`src/rtl/inst_tag_array_pkg.sv`:
```
// ----------------------------------------------------------------------------
// inst_tag_pkg
// Shared types and defaults for the instruction-cache tag store.
//   tag_state_t : sweep controller state
//   tag_entry_t : one tag-store entry {valid, tag} at the default tag width
//   way_bits()  : width of a way number (at least one bit)
// Optional feature macro used by the design files: INST_TAG_PARITY_EN.
// ----------------------------------------------------------------------------
package inst_tag_pkg;

    localparam int SETS_DEF  = 128;
    localparam int WAYS_DEF  = 2;
    localparam int TAG_W_DEF = 7;

    typedef enum logic {
        IDLE  = 1'b0,
        FLUSH = 1'b1
    } tag_state_t;

    typedef struct packed {
        logic                 valid;
        logic [TAG_W_DEF-1:0] tag;
    } tag_entry_t;

    function automatic int way_bits(input int ways);
        return (ways > 1) ? $clog2(ways) : 1;
    endfunction

endpackage

```
`src/rtl/inst_tag_array_if.sv`:
```
// ----------------------------------------------------------------------------
// inst_tag_array_if
// Lookup / refill / flush signals of the tag store.
//   master : fetch-stage side (drives Enable, Lookup*, WriteTag*, Flush)
//   slave  : tag store side  (drives LookupValid, Hit, HitWay, FillWay, Busy,
//            ParityErr)
// ParityErr is only meaningful when INST_TAG_PARITY_EN is defined.
// ----------------------------------------------------------------------------
interface inst_tag_array_if
    import inst_tag_pkg::*;
#(
    parameter int SETS  = SETS_DEF,
    parameter int WAYS  = WAYS_DEF,
    parameter int TAG_W = TAG_W_DEF
);
    localparam int IDX_W = $clog2(SETS);
    localparam int WAY_W = way_bits(WAYS);

    logic             Enable;
    logic [IDX_W-1:0] LookupIndex;
    logic [TAG_W-1:0] LookupTag;
    logic             LookupValid;
    logic             Hit;
    logic [WAY_W-1:0] HitWay;
    logic             WriteTag;
    logic [IDX_W-1:0] WriteIndex;
    logic [TAG_W-1:0] WriteTagVal;
    logic [WAY_W-1:0] FillWay;
    logic             Flush;
    logic             Busy;
    logic             ParityErr;

    modport master (
        output Enable, LookupIndex, LookupTag, WriteTag, WriteIndex, WriteTagVal, Flush,
        input  LookupValid, Hit, HitWay, FillWay, Busy, ParityErr
    );

    modport slave (
        input  Enable, LookupIndex, LookupTag, WriteTag, WriteIndex, WriteTagVal, Flush,
        output LookupValid, Hit, HitWay, FillWay, Busy, ParityErr
    );

endinterface

```
`src/rtl/inst_tag_array_way.sv`:
```
// ----------------------------------------------------------------------------
// inst_tag_way
// Tag RAM of one way: synchronous read port (registered on re_i) and one
// write port. Read and write of the same address on one edge return the old
// contents.
// With INST_TAG_PARITY_EN defined the way also keeps a parity bit per set:
//   wpar_i          parity written together with a refill
//   flush_i/idx     sweep rewrites parity of {valid=0, stored tag}
//   pk_addr_i       combinational peek (tag + parity) for victim selection
//   rpar_o          parity bit registered alongside rtag_o
// ----------------------------------------------------------------------------
module inst_tag_way #(
    parameter int SETS  = 128,
    parameter int TAG_W = 7
) (
    input  logic                    clk,
    input  logic                    re_i,
    input  logic [$clog2(SETS)-1:0] raddr_i,
    output logic [TAG_W-1:0]        rtag_o,
    input  logic                    we_i,
    input  logic [$clog2(SETS)-1:0] waddr_i,
    input  logic [TAG_W-1:0]        wtag_i
`ifdef INST_TAG_PARITY_EN
    ,
    output logic                    rpar_o,
    input  logic                    wpar_i,
    input  logic                    flush_i,
    input  logic [$clog2(SETS)-1:0] flush_idx_i,
    input  logic [$clog2(SETS)-1:0] pk_addr_i,
    output logic [TAG_W-1:0]        pk_tag_o,
    output logic                    pk_par_o
`endif
);
    logic [TAG_W-1:0] mem_q [SETS];
    logic [TAG_W-1:0] rtag_q;

    always_ff @(posedge clk) begin
        if (we_i) mem_q[waddr_i] <= wtag_i;
        if (re_i) rtag_q <= mem_q[raddr_i];
    end

    assign rtag_o = rtag_q;

`ifdef INST_TAG_PARITY_EN
    logic par_q [SETS];
    logic rpar_q;

    // Refill and sweep never coincide; the sweep keeps the stored tag and only
    // re-derives parity for valid=0.
    always_ff @(posedge clk) begin
        if (we_i)         par_q[waddr_i]     <= wpar_i;
        else if (flush_i) par_q[flush_idx_i] <= ^mem_q[flush_idx_i];
        if (re_i) rpar_q <= par_q[raddr_i];
    end

    assign rpar_o   = rpar_q;
    assign pk_tag_o = mem_q[pk_addr_i];
    assign pk_par_o = par_q[pk_addr_i];
`endif

endmodule

```
`src/rtl/inst_tag_array.sv`:
```
// ----------------------------------------------------------------------------
// inst_tag_array
// Set-associative instruction-cache tag store for the fetch stage.
// Ports:
//   clk     clock, all state on posedge
//   nReset  asynchronous active-low reset
//   bus     inst_tag_array_if.slave: lookup (Enable/LookupIndex/LookupTag ->
//           LookupValid/Hit/HitWay/ParityErr one cycle later), refill
//           (WriteTag/WriteIndex/WriteTagVal into way FillWay), Flush/Busy.
// After reset and on Flush the valid bits are cleared by a SETS-cycle sweep.
// Optional macro INST_TAG_PARITY_EN adds per-way even parity over {valid,tag};
// without it ParityErr is tied low.
//
//  state | meaning
//  IDLE  | lookups and refills serviced normally
//  FLUSH | sweeping valid=0 into set flush_cnt_q; refills dropped, Hit forced 0
// ----------------------------------------------------------------------------
module inst_tag_array
    import inst_tag_pkg::*;
#(
    parameter int SETS  = SETS_DEF,
    parameter int WAYS  = WAYS_DEF,
    parameter int TAG_W = TAG_W_DEF
) (
    input  logic             clk,
    input  logic             nReset,
    inst_tag_array_if.slave  bus
);
    localparam int IDX_W = $clog2(SETS);
    localparam int WAY_W = way_bits(WAYS);

    tag_state_t       state_q, state_d;
    logic [IDX_W-1:0] flush_cnt_q, flush_cnt_d;
    logic             busy;
    logic             refill_en;

    logic [WAYS-1:0]  valid_q [SETS];
    logic [WAY_W-1:0] rr_q    [SETS];

    logic [WAY_W-1:0] fill_way;
    logic             set_full;

    logic             lk_valid_q;
    logic             lk_busy_q;
    logic [WAYS-1:0]  lk_vrow_q;
    logic [TAG_W-1:0] lk_tag_q;

    logic [TAG_W-1:0] rd_tag [WAYS];
    logic [WAYS-1:0]  rd_ok;
    logic [WAYS-1:0]  pk_ok;
    logic [WAYS-1:0]  match;
    logic [WAY_W-1:0] hit_way;

    // ---------------- sweep controller ----------------
    always_ff @(posedge clk or negedge nReset) begin
        if (!nReset) begin
            state_q     <= FLUSH;
            flush_cnt_q <= '0;
        end else begin
            state_q     <= state_d;
            flush_cnt_q <= flush_cnt_d;
        end
    end

    always_comb begin
        state_d     = state_q;
        flush_cnt_d = flush_cnt_q;
        case (state_q)
            IDLE: begin
                if (bus.Flush) begin
                    state_d     = FLUSH;
                    flush_cnt_d = '0;
                end
            end
            FLUSH: begin
                flush_cnt_d = flush_cnt_q + 1'b1;
                if (flush_cnt_q == IDX_W'(SETS - 1)) state_d = IDLE;
            end
            default: state_d = IDLE;
        endcase
    end

    assign busy      = (state_q == FLUSH);
    assign refill_en = bus.WriteTag & ~busy;

    // ---------------- valid bits and round-robin pointers ----------------
    // Valid bits are not reset: the sweep that starts at reset clears them.
    always_ff @(posedge clk) begin
        if (busy)           valid_q[flush_cnt_q]              <= '0;
        else if (refill_en) valid_q[bus.WriteIndex][fill_way] <= 1'b1;
    end

    always_ff @(posedge clk or negedge nReset) begin
        if (!nReset) begin
            for (int s = 0; s < SETS; s++) rr_q[s] <= '0;
        end else if (refill_en && set_full) begin
            rr_q[bus.WriteIndex] <= (WAYS == 1) ? '0 : rr_q[bus.WriteIndex] + 1'b1;
        end
    end

    // Victim: lowest way that is invalid (or fails parity), else round-robin.
    always_comb begin
        fill_way = rr_q[bus.WriteIndex];
        set_full = 1'b1;
        for (int w = WAYS - 1; w >= 0; w--) begin
            if (!(valid_q[bus.WriteIndex][w] && pk_ok[w])) begin
                fill_way = WAY_W'(w);
                set_full = 1'b0;
            end
        end
    end

    // ---------------- lookup pipeline ----------------
    // Lookup context is captured only on Enable so Hit/HitWay hold otherwise.
    always_ff @(posedge clk or negedge nReset) begin
        if (!nReset) begin
            lk_valid_q <= 1'b0;
            lk_busy_q  <= 1'b0;
            lk_vrow_q  <= '0;
            lk_tag_q   <= '0;
        end else begin
            lk_valid_q <= bus.Enable;
            if (bus.Enable) begin
                lk_busy_q <= busy;
                lk_vrow_q <= valid_q[bus.LookupIndex];
                lk_tag_q  <= bus.LookupTag;
            end
        end
    end

    for (genvar w = 0; w < WAYS; w++) begin : g_way
`ifdef INST_TAG_PARITY_EN
        logic             rd_par;
        logic             pk_par;
        logic [TAG_W-1:0] pk_tag;
`endif
        inst_tag_way #(
            .SETS  (SETS),
            .TAG_W (TAG_W)
        ) u_way (
            .clk         (clk),
            .re_i        (bus.Enable),
            .raddr_i     (bus.LookupIndex),
            .rtag_o      (rd_tag[w]),
            .we_i        (refill_en && (fill_way == WAY_W'(w))),
            .waddr_i     (bus.WriteIndex),
            .wtag_i      (bus.WriteTagVal)
`ifdef INST_TAG_PARITY_EN
            ,
            .rpar_o      (rd_par),
            .wpar_i      (~^bus.WriteTagVal),
            .flush_i     (busy),
            .flush_idx_i (flush_cnt_q),
            .pk_addr_i   (bus.WriteIndex),
            .pk_tag_o    (pk_tag),
            .pk_par_o    (pk_par)
`endif
        );
`ifdef INST_TAG_PARITY_EN
        // Stored parity equals ^{valid,tag} for a healthy entry.
        assign rd_ok[w] = ((^{lk_vrow_q[w], rd_tag[w]}) == rd_par);
        assign pk_ok[w] = ((^{valid_q[bus.WriteIndex][w], pk_tag}) == pk_par);
`else
        assign rd_ok[w] = 1'b1;
        assign pk_ok[w] = 1'b1;
`endif
    end

    // Busy gating also keeps HitWay at 0 for lookups issued during the sweep.
    always_comb begin
        match   = '0;
        hit_way = '0;
        for (int w = 0; w < WAYS; w++) begin
            match[w] = ~lk_busy_q & lk_vrow_q[w] & rd_ok[w] & (rd_tag[w] == lk_tag_q);
        end
        for (int w = WAYS - 1; w >= 0; w--) begin
            if (match[w]) hit_way = WAY_W'(w);
        end
    end

    assign bus.LookupValid = lk_valid_q;
    assign bus.Hit         = |match;
    assign bus.HitWay      = hit_way;
    assign bus.FillWay     = fill_way;
    assign bus.Busy        = busy;
`ifdef INST_TAG_PARITY_EN
    assign bus.ParityErr   = lk_valid_q & ~lk_busy_q & ~(&rd_ok);
`else
    assign bus.ParityErr   = 1'b0;
`endif

endmodule

```
`src/flat_wrapper.sv`:
```
// flat-port wrapper written by rule: the top's interface ports become plain ports
module inst_tag_array_flat import inst_tag_pkg::*;
#(
    parameter int SETS  = SETS_DEF,
    parameter int WAYS  = WAYS_DEF,
    parameter int TAG_W = TAG_W_DEF
)
  (clk, nReset, bus_Enable, bus_LookupIndex, bus_LookupTag, bus_WriteTag, bus_WriteIndex, bus_WriteTagVal, bus_Flush, bus_LookupValid, bus_Hit, bus_HitWay, bus_FillWay, bus_Busy, bus_ParityErr);
  inst_tag_array_if #(.SETS(SETS), .WAYS(WAYS), .TAG_W(TAG_W)) bus_i ();
  input  logic clk;
  input  logic nReset;
  input wire logic [$bits(bus_i.Enable)-1:0] bus_Enable;
  input wire logic [$bits(bus_i.LookupIndex)-1:0] bus_LookupIndex;
  input wire logic [$bits(bus_i.LookupTag)-1:0] bus_LookupTag;
  input wire logic [$bits(bus_i.WriteTag)-1:0] bus_WriteTag;
  input wire logic [$bits(bus_i.WriteIndex)-1:0] bus_WriteIndex;
  input wire logic [$bits(bus_i.WriteTagVal)-1:0] bus_WriteTagVal;
  input wire logic [$bits(bus_i.Flush)-1:0] bus_Flush;
  output wire logic [$bits(bus_i.LookupValid)-1:0] bus_LookupValid;
  output wire logic [$bits(bus_i.Hit)-1:0] bus_Hit;
  output wire logic [$bits(bus_i.HitWay)-1:0] bus_HitWay;
  output wire logic [$bits(bus_i.FillWay)-1:0] bus_FillWay;
  output wire logic [$bits(bus_i.Busy)-1:0] bus_Busy;
  output wire logic [$bits(bus_i.ParityErr)-1:0] bus_ParityErr;
  assign bus_i.Enable = bus_Enable;
  assign bus_i.LookupIndex = bus_LookupIndex;
  assign bus_i.LookupTag = bus_LookupTag;
  assign bus_i.WriteTag = bus_WriteTag;
  assign bus_i.WriteIndex = bus_WriteIndex;
  assign bus_i.WriteTagVal = bus_WriteTagVal;
  assign bus_i.Flush = bus_Flush;
  assign bus_LookupValid = bus_i.LookupValid;
  assign bus_Hit = bus_i.Hit;
  assign bus_HitWay = bus_i.HitWay;
  assign bus_FillWay = bus_i.FillWay;
  assign bus_Busy = bus_i.Busy;
  assign bus_ParityErr = bus_i.ParityErr;
  inst_tag_array #(.SETS(SETS), .WAYS(WAYS), .TAG_W(TAG_W)) u_core (.clk(clk), .nReset(nReset), .bus(bus_i));
endmodule
```
`config.mk`:
```
export PLATFORM = sky130hd
export DESIGN_NAME = inst_tag_array_flat
export DESIGN_NICKNAME = d
export VERILOG_FILES = /design/src/rtl/inst_tag_array_pkg.sv /design/src/rtl/inst_tag_array_if.sv /design/src/rtl/inst_tag_array_way.sv /design/src/rtl/inst_tag_array.sv /design/src/flat_wrapper.sv
export SDC_FILE = /design/constraint.sdc
export NUM_CORES = 2
export LEC_CHECK = 0
export CORE_MARGIN = 4
export CORE_UTILIZATION = 60
export DETAILED_ROUTE_END_ITERATION = 7
export PLACE_DENSITY = 0.8
export SLEW_MARGIN = 10
export SYNTH_ARGS = -nofsm -noshare
export SYNTH_HDL_FRONTEND = slang
export SYNTH_SLANG_ARGS = --single-unit
export TNS_END_PERCENT = 100
```
`constraint.sdc`:
```
create_clock -name clk -period 16.95 [get_ports clk]
set_input_delay 3.39 -clock clk [delete_from_list [all_inputs] [get_ports clk]]
set_output_delay 3.39 -clock clk [all_outputs]
set_load 0.05 [all_outputs]
```
==> summary.md <==
| Metric | Value |
|---|---|
| RSZ-0062 raised after global routing | `false` |
| Via count | `50400` |
| Starting Density | `60.5%` |
| Syn avg cell area | `slightly below 20 µm²` |
| Die Y-Extent | `~400 µm` |
| Net Sw Frac | `23.6%` |
| Unique masters post-synth | `59` |
| Pwr dens | `115 mW/mm²` |
| FF-to-FF Start | `u_core.rr_q[88]` |
| Port bufs | `37` |
| Post-route ant nets | `0` |
| CP Launch Type | `primary input` |
| Status | `completed` |
| Cell internal pwr | `8900 µW` |
| Fmax achieved | `around 82 MHz` |
| Synth Instances | `approximately 4700` |
| Num ports | `39` |
| Clk Latency, worst-skew pair | `~0.85 ns` |
| Initial antenna violation count | `21` |
| First-pass GRT wire length | `361000 µm` |
| Slew @ Worst Pin | `between 1 and 1.5 ns` |
| Overall die area | `0.160 mm²` |
| Reg2Reg Setup Slack | `approximately 11 ns` |
| Rel. slew slack | `slightly above 8%` |
| Max_cap viols | `0` |
| Final nets | `about 4700` |
| Multi-input gate area | `roughly 0.025 mm²` |
| CTS tree | `yes` |
| Width of the die | `400 µm` |
| Critical path type | `in -> out` |
| Worst min path class | `reg -> reg` |
| Core Box Area | `between 0.15 and 0.2 mm²` |
| Overflow after GRT | `0` |
| Fin worst setup slack | `about 4.7 ns` |
| DP Worst Slack | `about 5.1 ns` |
| P&R area growth vs syn | `10.2%` |
| Largest net degree at the start of global routing | `167` |
| Asr flop ratio synth | `6.65%` |
| Clock Power Share | `40.2%` |
| Total power | `between 10000 and 15000 µW` |
| Req. time, crit path | `13.56 ns` |
| Post-synth top flop | `edfxtp_1` |
| Dpl hpwl | `between 100000 and 150000 µm` |
| Comb power frac | `approximately 8.0%` |
| Sequential fraction of design power | `around half` |
| CP Max Fanout | `~130` |
| Crit share post-route | `between 70% and 80%` |
| Hold-critical path depth | `1` |
| Max clock buf depth | `3` |
| R2R depth | `8` |
| DRC viols | `0` |
| WL/cell | `roughly 36 µm` |
| # hold bufs at CTS | `0` |
| Crit path DAT | `a little under 9 ns` |
| Critical Path End Type | `output port` |
| First-pass DRT Iterations | `6` |
| Share of cells above drive strength 1 | `between 20% and 30%` |
| Vias in the first global route | `between 50000 and 60000` |
| Final setup violation count | `0` |
| Worst Hold Launch | `u_core.rr_q[84]` |
| Tot GR Track Use | `31.6%` |
| Slowest stage cell, crit path | `clkdlybuf4s50_1` |
| Synth top area share | `67.2%` |
| Post-DP Area | `between 0.09 and 0.1 mm²` |
| Reg2reg end | `u_core.g_way[1].u_way.mem_q[103][4]` |
| Setup TNS | `0 ns` |
| Post-CTS sizing | `0` |
| Synth area leader | `edfxtp_1` |
| Vias/cell | `7.34` |
| Worst-path clk slew | `around 0.060 ns` |
| Sw Pwr | `~2800 µW` |
| Final Max Slew Viols | `0` |
| Synth warn | `0` |
| Clock skew | `approximately 0.044 ns` |
| Synth area leaders | `edfxtp_1 67%, mux4_2 19%, dfrtp_1 4.0%, mux2_2 1.7%, nor2_1 1.4%` |
| Hold_ws | `between 0.4 and 0.5 ns` |
| Critical path, cell by cell | `buf_6, buf_4, and3b_1, a221oi_1, o211ai_1, a41oi_1, a311o_2, a22oi_2, buf_12, clkdlybuf4s50_1` |
| Tmin final | `12.24 ns` |
| FP Rows | `143` |
| CP bufs+invs | `4` |
| Mapped cell area | `between 0.09 and 0.1 mm²` |
| Crit-path max cell delay | `just under 1 ns` |
| Fillers | `8977` |
| Worst Hold End | `u_core.rr_q[84]` |
| Post-synthesis sequential element count | `2209` |
| Sink Count | `about 2200` |
| Delay-heaviest family, CP | `buffers and inverters` |
| Sequential-to-total area share from yosys stat | `a little under three quarters` |
| CTS H-tree depth | `4` |
| Leak | `around 0.032 µW` |
| Drt first-iter violations | `roughly 9000` |
| WL final | `247000 µm` |
| Final hold vios | `0` |
| Post-route cell area | `~0.1 mm²` |
| Postcts setup bufs | `0` |
| Peak supply drop | `~0.000096 V` |
| GP Congestion | `0.902` |
| Net Count, Synth | `around 4700` |
| Root Driver | `clkbuf_16` |
| Number of synthesized flops with an enable pin | `~2100` |
| Total area of sequential cells | `0.0656 mm²` |
| CTS Buf Count | `between 200 and 250` |
==> power by group through the flow <==
stage                     logic [µW]  clock network, µW  registers [µW]
after global placement           876                  0            6140
after CTS                        913               4720            6030
final                            937               4690            6030
after global routing             971               4970            6030
after detailed placement         898                  0            6140
after floorplan                  538                  0            6130
==> through the flow <==
step / instances / util, %
floorplan: 4654 / -
CTS: 6862 / 66.6
global route: 6864 / 66.7
detailed placement: 6475 / 62.1
global placement: 6475 / 62.1
finish: 6873 / 66.7
==> cells in the final DEF (no fill, tap or decap), types with 6 or more instances in the layout <==
cell type / Yosys / layout
clkdlybuf4s50_1: 0 / 18
nand4_1: 10 / 10
mux4_2: 772 / 772
inv_6: 0 / 6
a21oi_1: 20 / 20
nand3_1: 13 / 13
mux2_1: 14 / 14
nand2b_1: 11 / 10
diode_2: 0 / 11
clkbuf_8: 0 / 9
nor2_1: 350 / 347
dfrtp_1: 146 / 146
clkinv_8: 0 / 6
xor2_1: 7 / 7
nor3_1: 215 / 186
edfxtp_1: 2062 / 2062
clkinv_2: 0 / 39
buf_4: 21 / 112
nor2b_1: 10 / 10
nor4_1: 10 / 7
a22oi_1: 8 / 7
mux2_2: 140 / 140
clkinvlp_4: 0 / 12
mux2i_1: 12 / 10
nand2_1: 258 / 258
clkinv_1: 2 / 42
and3_1: 6 / 6
bufinv_16: 0 / 22
clkbuf_1: 209 / 45
a2111oi_0: 121 / 121
a221oi_1: 9 / 9
o21ai_0: 24 / 24
clkbuf_16: 0 / 208
xnor2_1: 8 / 8
nor3_2: 1 / 28
==> cell usage after synthesis (5+ instances only) <==
master     number
a2111oi_0     121
xor2_1          7
o21ai_0        24
nand3_1        13
clkbuf_1      209
a22oi_1         8
mux2_2        140
and3_1          6
inv_1           5
mux2i_1        12
mux4_2        772
a21oi_1        20
nor2_1        350
nand4_1        10
nand2_1       258
buf_1          62
buf_2          69
and2_1          5
nor4_1         10
mux2_1         14
a221oi_1        9
nor2b_1        10
nand2b_1       11
nor3_1        215
edfxtp_1     2062
dfrtp_1       146
a31oi_1         5
buf_4          21
xnor2_1         8
==> worst max-delay path by stage <==
| stage | from | slack [ns] | depth (start not counted) | to |
|---|---|---|---|---|
| floorplan | bus_WriteIndex[0] | 6.98 | 9 | bus_FillWay |
| global placement | bus_WriteIndex[0] | 5.20 | 10 | bus_FillWay |
| detailed placement | bus_WriteIndex[0] | 5.07 | 10 | bus_FillWay |
| CTS | bus_WriteIndex[0] | 5.05 | 10 | bus_FillWay |
| global route | bus_WriteIndex[0] | 4.49 | 10 | bus_FillWay |
| finish | bus_WriteIndex[0] | 4.71 | 10 | bus_FillWay |
==> logic make-up after synthesis <==
logic type / Yosys count / share of synthesized area [%]
compound gates: 218 / 1.86
xor+xnor: 15 / 0.143
mux: 938 / 20.9
buf+inv: 368 / 1.68
fa+ha+maj: 1 / 0.0136
other cells: 1 / 0.00407
simple gates: 904 / 4.20
flops: 2209 / 71.2
==> layout make-up <==
cell class	count	area share, %
timing repair buffer	152	1.29
multi-input combinational	2077	24.9
inverter	7	0.0308
tap	2030	2.50
clock inverter	132	1.37
sequential	2209	64.6
antenna	11	0.0271
clock buffer	255	5.32
==> worst register-to-register path, delay by kind of cell, from the launching register on <==
kind	cells	cell delay, ns
buffers and inverters	2	1.79
multiplexers	4	1.72
AO/OA/AOI/OAI	1	0.86
AND/OR/NAND/NOR	1	0.49
flip-flops	1	0.43
==> metal layers <==
| layer | part of all wire, % | global-route usage (%) | up-vias |
|---|---|---|---|
| met2 | 48 | 48.1 | 4312 |
| met5 | 0.064 | 0 | - |
| met1 | 34 | 43.5 | 26000 |
| met4 | 5.5 | 14.6 | 18 |
| li1 | - | - | 19300 |
| met3 | 13 | 8.35 | 774 |
==> flip-flops by register name (all words and copies together) (netlist names) <==
name	count
u_core.lk_tag_q	7
u_core.bus.LookupValid	1
u_core.g_way.u_way.mem_q	1792
u_core.g_way.u_way.rtag_o	14
u_core.rr_q	128
u_core.bus.Busy	1
u_core.lk_vrow_q	2
u_core.valid_q	256
u_core.lk_busy_q	1
u_core.flush_cnt_q	7
Power figures use the tool's default switching activity.
